### src/rtl/key_evt_pkg.sv
// Shared types for the key event classifier: FSM states and bit positions of
// each event pulse when packed into a downstream status/interrupt word.
package key_evt_pkg;

  typedef enum logic [2:0] {
    IDLE   = 3'd0,
    PRESS1 = 3'd1,
    WAIT2  = 3'd2,
    PRESS2 = 3'd3,
    LONG   = 3'd4
  } key_state_e;

  localparam int EV_PRESS   = 0;
  localparam int EV_RELEASE = 1;
  localparam int EV_SHORT   = 2;
  localparam int EV_DOUBLE  = 3;
  localparam int EV_LONG    = 4;
  localparam int EV_REPEAT  = 5;
  localparam int EV_NUM     = 6;

  function automatic int max3(input int a, input int b, input int c);
    int m;
    m = (a > b) ? a : b;
    return (m > c) ? m : c;
  endfunction

endpackage

### src/rtl/key_edge_det.sv
// Normalises the key polarity and flags press/release edges, combinationally on the current level.
// History resets to "pressed" so a key held through reset must be released before it can press.
module key_edge_det #(
  parameter bit ACTIVE_LOW = 1'b1
) (
  input  logic i_clk,
  input  logic i_rst,
  input  logic i_key,
  output logic o_pe,
  output logic o_re
);

  logic w_lvl;
  logic r_kq;

  assign w_lvl = i_key ^ ACTIVE_LOW;

  always_ff @(posedge i_clk) begin
    if (i_rst) r_kq <= 1'b1;
    else       r_kq <= w_lvl;
  end

  assign o_pe = w_lvl & ~r_kq;
  assign o_re = ~w_lvl & r_kq;

endmodule

### src/rtl/key_event_detect.sv
// Classifies a debounced key into press/release/short/double/long/repeat pulses plus a hold level.
// All outputs registered (one cycle after the sampling edge); timing counted in tick_i strobes.
module key_event_detect
  import key_evt_pkg::*;
#(
  parameter bit ACTIVE_LOW = 1'b1,
  parameter int CNT_W      = 12,
  parameter int LONG_TICKS = 1000,
  parameter int DBL_TICKS  = 250,
  parameter int RPT_TICKS  = 100
) (
  input  logic clk,
  input  logic rst,
  input  logic key_i,
  input  logic tick_i,
  output logic press_o,
  output logic release_o,
  output logic short_o,
  output logic double_o,
  output logic long_o,
  output logic repeat_o,
  output logic hold_o
);

  if (max3(LONG_TICKS, DBL_TICKS, RPT_TICKS) > int'((longint'(1) << CNT_W) - 1)) begin : g_bad_cnt_w
    $error("key_event_detect: CNT_W too narrow for the tick thresholds");
  end
  if (LONG_TICKS < 1 || DBL_TICKS < 1 || RPT_TICKS < 1) begin : g_bad_ticks
    $error("key_event_detect: tick thresholds must be at least 1");
  end

  localparam logic [CNT_W-1:0] LONG_LAST = CNT_W'(LONG_TICKS - 1);
  localparam logic [CNT_W-1:0] DBL_LAST  = CNT_W'(DBL_TICKS - 1);
  localparam logic [CNT_W-1:0] RPT_LAST  = CNT_W'(RPT_TICKS - 1);

  key_state_e       r_state, w_next;
  logic [CNT_W-1:0] r_cnt, w_cnt_nxt;
  logic             w_pe, w_re;
  logic             w_press, w_release, w_short, w_double, w_long, w_repeat, w_wrap;
  logic             w_long_hit, w_dbl_hit, w_rpt_hit;

  key_edge_det #(.ACTIVE_LOW(ACTIVE_LOW)) u_edge (
    .i_clk (clk),
    .i_rst (rst),
    .i_key (key_i),
    .o_pe  (w_pe),
    .o_re  (w_re)
  );

  assign w_long_hit = tick_i && (r_cnt == LONG_LAST);
  assign w_dbl_hit  = tick_i && (r_cnt == DBL_LAST);
  assign w_rpt_hit  = tick_i && (r_cnt == RPT_LAST);

  // Edges are tested before thresholds so an edge always wins a same-cycle tie.
  always_comb begin
    w_next    = r_state;
    w_press   = 1'b0;
    w_release = 1'b0;
    w_short   = 1'b0;
    w_double  = 1'b0;
    w_long    = 1'b0;
    w_repeat  = 1'b0;
    w_wrap    = 1'b0;
    case (r_state)
      IDLE: begin
        if (w_pe) begin w_next = PRESS1; w_press = 1'b1; end
      end
      PRESS1: begin
        if (w_re)            begin w_next = WAIT2; w_release = 1'b1; end
        else if (w_long_hit) begin w_next = LONG;  w_long    = 1'b1; end
      end
      WAIT2: begin
        if (w_pe)           begin w_next = PRESS2; w_press = 1'b1; end
        else if (w_dbl_hit) begin w_next = IDLE;   w_short = 1'b1; end
      end
      PRESS2: begin
        if (w_re) begin
          w_next    = IDLE;
          w_release = 1'b1;
          w_double  = 1'b1;
        end else if (w_long_hit) begin
          w_next = LONG;
          w_long = 1'b1;
        end
      end
      LONG: begin
        if (w_re)           begin w_next = IDLE;   w_release = 1'b1; end
        else if (w_rpt_hit) begin w_repeat = 1'b1; w_wrap    = 1'b1; end
      end
      default: w_next = IDLE;
    endcase
  end

  always_comb begin
    w_cnt_nxt = r_cnt;
    if (w_next != r_state || w_wrap)
      w_cnt_nxt = '0;
    else if (tick_i && !w_pe && !w_re && r_cnt != '1)
      w_cnt_nxt = r_cnt + 1'b1;
  end

  always_ff @(posedge clk) begin
    if (rst) begin
      r_state   <= IDLE;
      r_cnt     <= '0;
      press_o   <= 1'b0;
      release_o <= 1'b0;
      short_o   <= 1'b0;
      double_o  <= 1'b0;
      long_o    <= 1'b0;
      repeat_o  <= 1'b0;
      hold_o    <= 1'b0;
    end else begin
      r_state   <= w_next;
      r_cnt     <= w_cnt_nxt;
      press_o   <= w_press;
      release_o <= w_release;
      short_o   <= w_short;
      double_o  <= w_double;
      long_o    <= w_long;
      repeat_o  <= w_repeat;
      // Rises with long_o, and stays up through the release_o cycle.
      hold_o    <= (r_state == LONG) || (w_next == LONG);
    end
  end

endmodule
### config.mk
export PLATFORM = sky130hd
export DESIGN_NAME = key_event_detect
export DESIGN_NICKNAME = d
export VERILOG_FILES = /design/src/rtl/key_evt_pkg.sv /design/src/rtl/key_edge_det.sv /design/src/rtl/key_event_detect.sv
export SDC_FILE = /design/constraint.sdc
export NUM_CORES = 1
export LEC_CHECK = 0
export BUFFER_PORTS_ARGS = -buffer_cell sky130_fd_sc_hd__buf_2
export CELL_PAD_IN_SITES_DETAIL_PLACEMENT = 0
export CELL_PAD_IN_SITES_GLOBAL_PLACEMENT = 1
export CORE_ASPECT_RATIO = 0.7
export CORE_MARGIN = 3
export CORE_UTILIZATION = 47
export CTS_BUF_LIST = sky130_fd_sc_hd__clkbuf_16
export CTS_CLUSTER_SIZE = 14
export DETAILED_ROUTE_END_ITERATION = 16
export PLACE_DENSITY = 0.84
export RECOVER_POWER = 100
export SLEW_MARGIN = 20
export SYNTH_ARGS = -nofsm -noshare
export SYNTH_HDL_FRONTEND = slang
export SYNTH_SLANG_ARGS = --single-unit
### constraint.sdc
create_clock -name clk -period 2.39 [get_ports clk]
set_input_delay 0.717 -clock clk [delete_from_list [all_inputs] [get_ports clk]]
set_output_delay 0.717 -clock clk [all_outputs]
set_load 0.01 [all_outputs]
==> flow_summary.ini, run 1 <==
[floorplan]
height_of_the_chip_um = 47.86
floorplan.initialDensity = 0.5205
design.die.area_um2 = 3148
floorplan.rows = 14
floorplan.io_pins = 11
die-width_um = 65.79
core_um2 = 2260

[worst_hold_path]
worst_hold_path_type = reg2reg

[synthesis]
ys.flop_type = dfxtp_1
post-synth-top-area-fraction = 0.3915
syn_nets = 136
synth-seq-cells = 23
avg_inst_size_synth_um2 = 9.047
yosysWarnings = 0
ys_seq_area_frac = 0.3915
postSynth.asyncResetShare = 0
post_synth_main_area_contributors = dfxtp_1 39%, nor2_1 6.1%, xnor2_1 6.0%, nor3_1 3.8%, nand2_1 2.9%
synth_top_area_cell = dfxtp_1
synth_edf_count = 0
post_synth_instance_area_um2 = 1176
synth_cell_types = 42
post_synth_inst_count = 130

[worst_setup_path]
worstSetupStartpointType = input pin
r2r_slack_ns = 0.54
worst_r2r_endpoint = r_cnt[2]$_SDFFE_PP0P_
r2r-start = r_cnt[8]$_SDFFE_PP0P_
critical_path_arrival_ns = 2.18
timing.critical_path.to_type = flop
startpoint = key_i
path_class = in2reg
worst_ep_required_time_ns = 2.53
critical_path.max_fanout = 7
worstSetupEndpoint = r_cnt[10]$_SDFFE_PP0P_
worst_r2r_path_depth = 5

[sta]
hold_violations = 0
maxSlewViolCount = 0
timing.max_slew.rel_slack = 0.6571
share_of_the_clock_period_used_by_the_worst_path = 0.8516
clock_period_minus_final_worst_setup_slack_ns = 2.035
grt_setup_unrepaired = no
holdWs_ns = 0.5193
setup_slack_ns = 0.3548
achievable-frequency_mhz = 491.3
report.final.setup_viol = 0
finalClockSkew_ns = 0.002908
setup_total_negative_slack_ns = 0
worst_slew_pin_slew_ns = 0.5104

[job]
timing.max_cap.violations = 0

[place]
place_inst = 170
routabilityCongestion = 0.7939
placement.setup.worst_slack_ns = 0.2178
hpwlAfterDp_mm = 1.925
numPortBuffers = 10

[power]
cellLeakagePower_uw = 0.0004412
vdd_ir_drop_max_mv = 0.5204
pwr_density_cell_nw_per_um2 = 603.9
total_power_uw = 791.1

[route]
vias_per_cell = 5.511
count_of_routing_violations_after_the_opening_detailed_route_iteration = 50
vias = 959
drc = 0
route.antenna.remaining_nets = 0
first_pass_iters = 4
final_routed_wirelength_across_all_metal_layers_mm = 2.547
drt-wirelength-per-cell_um = 14.64

[clock_network]
post-cts-setup-buffer-count = 0
cts_max_level = 1
clock-sinks = 23
cts_resized = 0
cts-hold-fix-buffers = 0
tritoncts = built
clkTransAtPathRegs_ns = 0.06
cts_root_buffer = clkbuf_16
worst_skew_pair.late_latency_ns = 0.25
number_of_buffers_on_the_longest_clock_path = 2
cts_buffer_count = 3

[layout]
post_route_cells_drive_above_1_share = 0.1127
layout.nets = 149
syn2layout_area_growth_pct = 11.38
antenna_diode_instance_count = 0
finish.cell_count_without_fillers = 174

[global_routing]
grt_antenna_before_repair = 0
grt_start_max_net_pins = 13
grt_overflow = 0
grt_first_pass_wirelength_mm = 4.381
grt_pass1_vias = 891
grt_use_total = 0.1925

[outcome]
outcome = finished clean
## final cells by class
type	count	area [um2]
inverters	4	15.01
repair buffers	10	38.79
well taps	32	40.04
clock inverters	1	3.754
flip-flops and latches	23	460.4
multi-input cells	101	676.9
fillers	228	949.7
clock buffers	3	75.07
## kinds of logic after synthesis
family | after synthesis | synth area share
xor gates and xnor gates | 9 | 0.07341
buffers and inverters | 6 | 0.02020
adders and majority gates | 2 | 0.02127
and+or+nand+nor | 76 | 0.4149
AOI/OAI and AO/OA | 13 | 0.07021
muxes | 1 | 0.008511
DFF | 23 | 0.3915
## synth_stat cells (all sizes together), types with 2 or more instances
cell    number
ha           2
nand4        5
nand2b       2
nor4         4
o21ai        4
dfxtp       23
a21oi        2
or3          2
a31oi        2
xnor2        8
nor2        20
nor4b        2
nand3        5
and3         3
nand2        9
inv          4
nor3b        2
or3b         4
nor3        12
a211oi       2
## per-stage QoR
| step | cell area (um2) | util |
|---|---|---|
| final | 1310 | 0.5797 |
| after detailed placement | 1257 | 0.5565 |
| after global routing | 1310 | 0.5797 |
| after floorplan | 1176 | - |
| after CTS | 1336 | 0.5914 |
| after global placement | 1257 | 0.5565 |
## critical path: stages
cell      delay, ns
clkbuf_1       0.23
xor2_1         0.45
nand4_2        0.29
nor3_2         0.22
mux2i_1        0.20
nor2_1         0.06
## flip-flops by register name (all words and copies together), names as in the netlist
name and flops:
r_cnt 12, u_edge.r_kq 1, repeat_o 1, double_o 1, short_o 1, r_state 3
hold_o 1, long_o 1, release_o 1, press_o 1
## how the worst min path moves through the flow
stage,start,endpoint,slack (ns),cells after the start
after floorplan,r_state[1]$_SDFF_PP0_,double_o$_SDFF_PP0_,0.47,2
after global placement,r_state[1]$_SDFF_PP0_,double_o$_SDFF_PP0_,0.51,2
after detailed placement,r_state[1]$_SDFF_PP0_,double_o$_SDFF_PP0_,0.51,2
after CTS,r_state[1]$_SDFF_PP0_,double_o$_SDFF_PP0_,0.52,2
after global routing,r_state[1]$_SDFF_PP0_,double_o$_SDFF_PP0_,0.57,2
final,r_state[1]$_SDFF_PP0_,double_o$_SDFF_PP0_,0.52,2
## routing by layer
| layer | part of all wire | vias to the layer above | wire length [um] | track usage |
|---|---|---|---|---|
| met5 | 0 | - | 0 | 0 |
| met1 | 0.51 | 449 | 1303 | 0.2731 |
| met4 | 0.0047 | 0 | 12 | 0.02479 |
| met2 | 0.43 | 17 | 1107 | 0.2988 |
| li1 | - | 491 | - | - |
| met3 | 0.048 | 2 | 123 | 0.05634 |
## placed cells by master, fill, tap and decap left out, types with 3 or more instances in the layout
cell and n:
nand2_1 9, nand4_1 3, dfxtp_1 23, and3_1 3, clkbuf_1 9, nor3_2 3
o21ai_0 4, nand3_1 3, nor2_1 19, xnor2_1 8, nor4_1 4, nor3_1 9
inv_1 5, clkbuf_16 3
## power breakdown
part / leakage (uW) / switching [uW] / internal [uW] / total (uW)
sequential: 0.000186 / 7.72 / 389 / 397
clock: 0.0000423 / 126 / 223 / 349
combinational: 0.000213 / 29.4 / 15.2 / 44.6
(Power assumes the default switching activity.)
==> run 2, diff against run 1 <==
--- a/config.mk
+++ b/config.mk
@@ -16,6 +16,7 @@
 export DETAILED_ROUTE_END_ITERATION = 16
 export PLACE_DENSITY = 0.84
 export RECOVER_POWER = 100
+export REMOVE_ABC_BUFFERS = 1
 export SLEW_MARGIN = 20
 export SYNTH_ARGS = -nofsm -noshare
 export SYNTH_HDL_FRONTEND = slang
==> run 2 against run 1 <==
Against the previous run:
- via count is 3.4% higher
- maximum frequency is 3.7% higher
- hold slack improved by 0.022 ns
- critical path depth unchanged
- cell area rose by 1.1%
- utilization increased by 0.66 points
- first-iteration DRC count rose by 2.0%
- clock power grew 3%
- critical path type unchanged
- largest power group unchanged
==> flow_summary.ini, run 2 (synthesis results as in run 1) <==
[route]
wl_met2_um = 964
vias_per_cell = 5.701
count_of_routing_violations_after_the_opening_detailed_route_iteration = 51
met3RoutedLength_um = 127
drt-wirelength-per-cell_um = 13.99
drc = 0
first_pass_iters = 4
highest-signal-layer = met4
drt-met1-wl_mm = 1.330
route.antenna.remaining_nets = 0
vias = 992
final_routed_wirelength_across_all_metal_layers_mm = 2.434

[job]
timing.max_cap.violations = 0

[outcome]
outcome = finished clean

[layout]
largest_register = r_cnt
reg_top3 = r_cnt x12, r_state x3
post_route_cells_drive_above_1_share = 0.1338
layout.nets = 149
final_common_cell = dfxtp_1
final_area_um2 = 1325
most-common-layout-cells = 23 x dfxtp_1, 19 x nor2_1, 9 x nor3_1, 9 x nand2_1, 9 x clkbuf_1
largest_register_ffs = 12
syn2layout_area_growth_pct = 12.66
antenna_diode_instance_count = 0

[worst_setup_path]
path_class = in2reg
timing.critical_path.to_type = flop
worst_ep_required_time_ns = 2.56
critical_path_arrival_ns = 2.13
critical_path.max_fanout = 9
r2r_slack_ns = 0.54
worstSetupStartpointType = input pin

[power]
netSwitchingFraction = 0.2143
power_frac_comb = 0.057
switching_power_uw = 171.8
seqPwrFrac = 0.496
power.internal_uw = 629.8
cellLeakagePower_uw = 0.0004414
clock_power_share = 0.447
total_power_uw = 801.6
pwr_density_cell_nw_per_um2 = 605.0
vdd_ir_drop_max_mv = 0.4761

[global_routing]
grt_start_max_net_pins = 14
grt_antenna_before_repair = 0
grt_overflow = 0
grt_use_total = 0.1757
grt_pass1_vias = 875
grt_first_pass_wirelength_mm = 4.091

[sta]
grt_setup_unrepaired = no
worst_slew_pin_slew_ns = 0.5334
achievable-frequency_mhz = 509.6
share_of_the_clock_period_used_by_the_worst_path = 0.8210
holdWs_ns = 0.5412
timing.max_slew.rel_slack = 0.6417
report.final.setup_viol = 0
hold_violations = 0
clock_period_minus_final_worst_setup_slack_ns = 1.962
setup_total_negative_slack_ns = 0
finalClockSkew_ns = 0.004890
maxSlewViolCount = 0
setup_slack_ns = 0.4278

[floorplan]
design.die.area_um2 = 3148
height_of_the_chip_um = 47.86
floorplan.rows = 14
die-width_um = 65.79
core_um2 = 2260
floorplan.io_pins = 11
floorplan.initialDensity = 0.5205

[place]
hpwlAfterDp_mm = 1.842
numPortBuffers = 10
placement.setup.worst_slack_ns = 0.2478
routabilityCongestion = 0.8023
placed_cell_area_um2 = 1257

[clock_network]
tritoncts = built
worst_skew_pair.late_latency_ns = 0.25
cts-hold-fix-buffers = 0
cts_root_buffer = clkbuf_16
cts_resized = 0
clkTransAtPathRegs_ns = 0.06
post-cts-setup-buffer-count = 0
clock-sinks = 23
cts_buffer_count = 3
cts_max_level = 1
number_of_buffers_on_the_longest_clock_path = 2

[worst_hold_path]
worst_hold_path_type = reg2reg
-- run 2: cell count changes in the layout (fill, tap and decap cells not counted), sizes merged --
| cell | change |
|---|---|
| clkinv | +1 |
| inv | -1 |
-- run 2: final timing paths --
path         cells after the start                    end                  start
min                              2  r_cnt[1]$_SDFFE_PP0P_  r_cnt[1]$_SDFFE_PP0P_
max reg2reg                      6  r_cnt[0]$_SDFFE_PP0P_  r_cnt[0]$_SDFFE_PP0P_
max                              6  r_cnt[2]$_SDFFE_PP0P_                  key_i
min reg2reg                      2  r_cnt[1]$_SDFFE_PP0P_  r_cnt[1]$_SDFFE_PP0P_
-- run 2: final cells by class --
type                            count  area, um2
Clock inverter                      1      5.005
Multi-Input combinational cell    101      690.7
Timing Repair Buffer               10      38.79
Tap cell                           32      40.04
Clock buffer                        3      75.07
Inverter                            4      15.01
Fill cell                         202      934.6
Sequential cell                    23      460.4
-- run 2: stage by stage --
step,cells,utilization
floorplan,128,-
global placement,170,0.5565
detailed placement,170,0.5565
CTS,174,0.5919
global route,174,0.5864
finish,174,0.5864
-- run 2: power groups by stage --
stage                     Sequential (uW)  Clock (uW)  Combinational [uW]
after floorplan                       404           0                29.8
final                                 398         359                45.5
after global placement                405           0                45.5
after CTS                             397         369                46.6
after global routing                  399         389                51.2
after detailed placement              406           0                46.4
-- run 2: per-layer routing --
layer	vias up	track usage
li1	491	-
met1	477	0.2542
met2	22	0.2550
met3	2	0.05634
met4	0	0.03719
met5	-	0
-- run 2: critical path, cell delays in order --
cell and delay, ns:
clkbuf_1 0.26, and2_0 0.32, nor4_1 0.11, o21ai_0 0.23, nand3_2 0.23, nor3_1 0.26
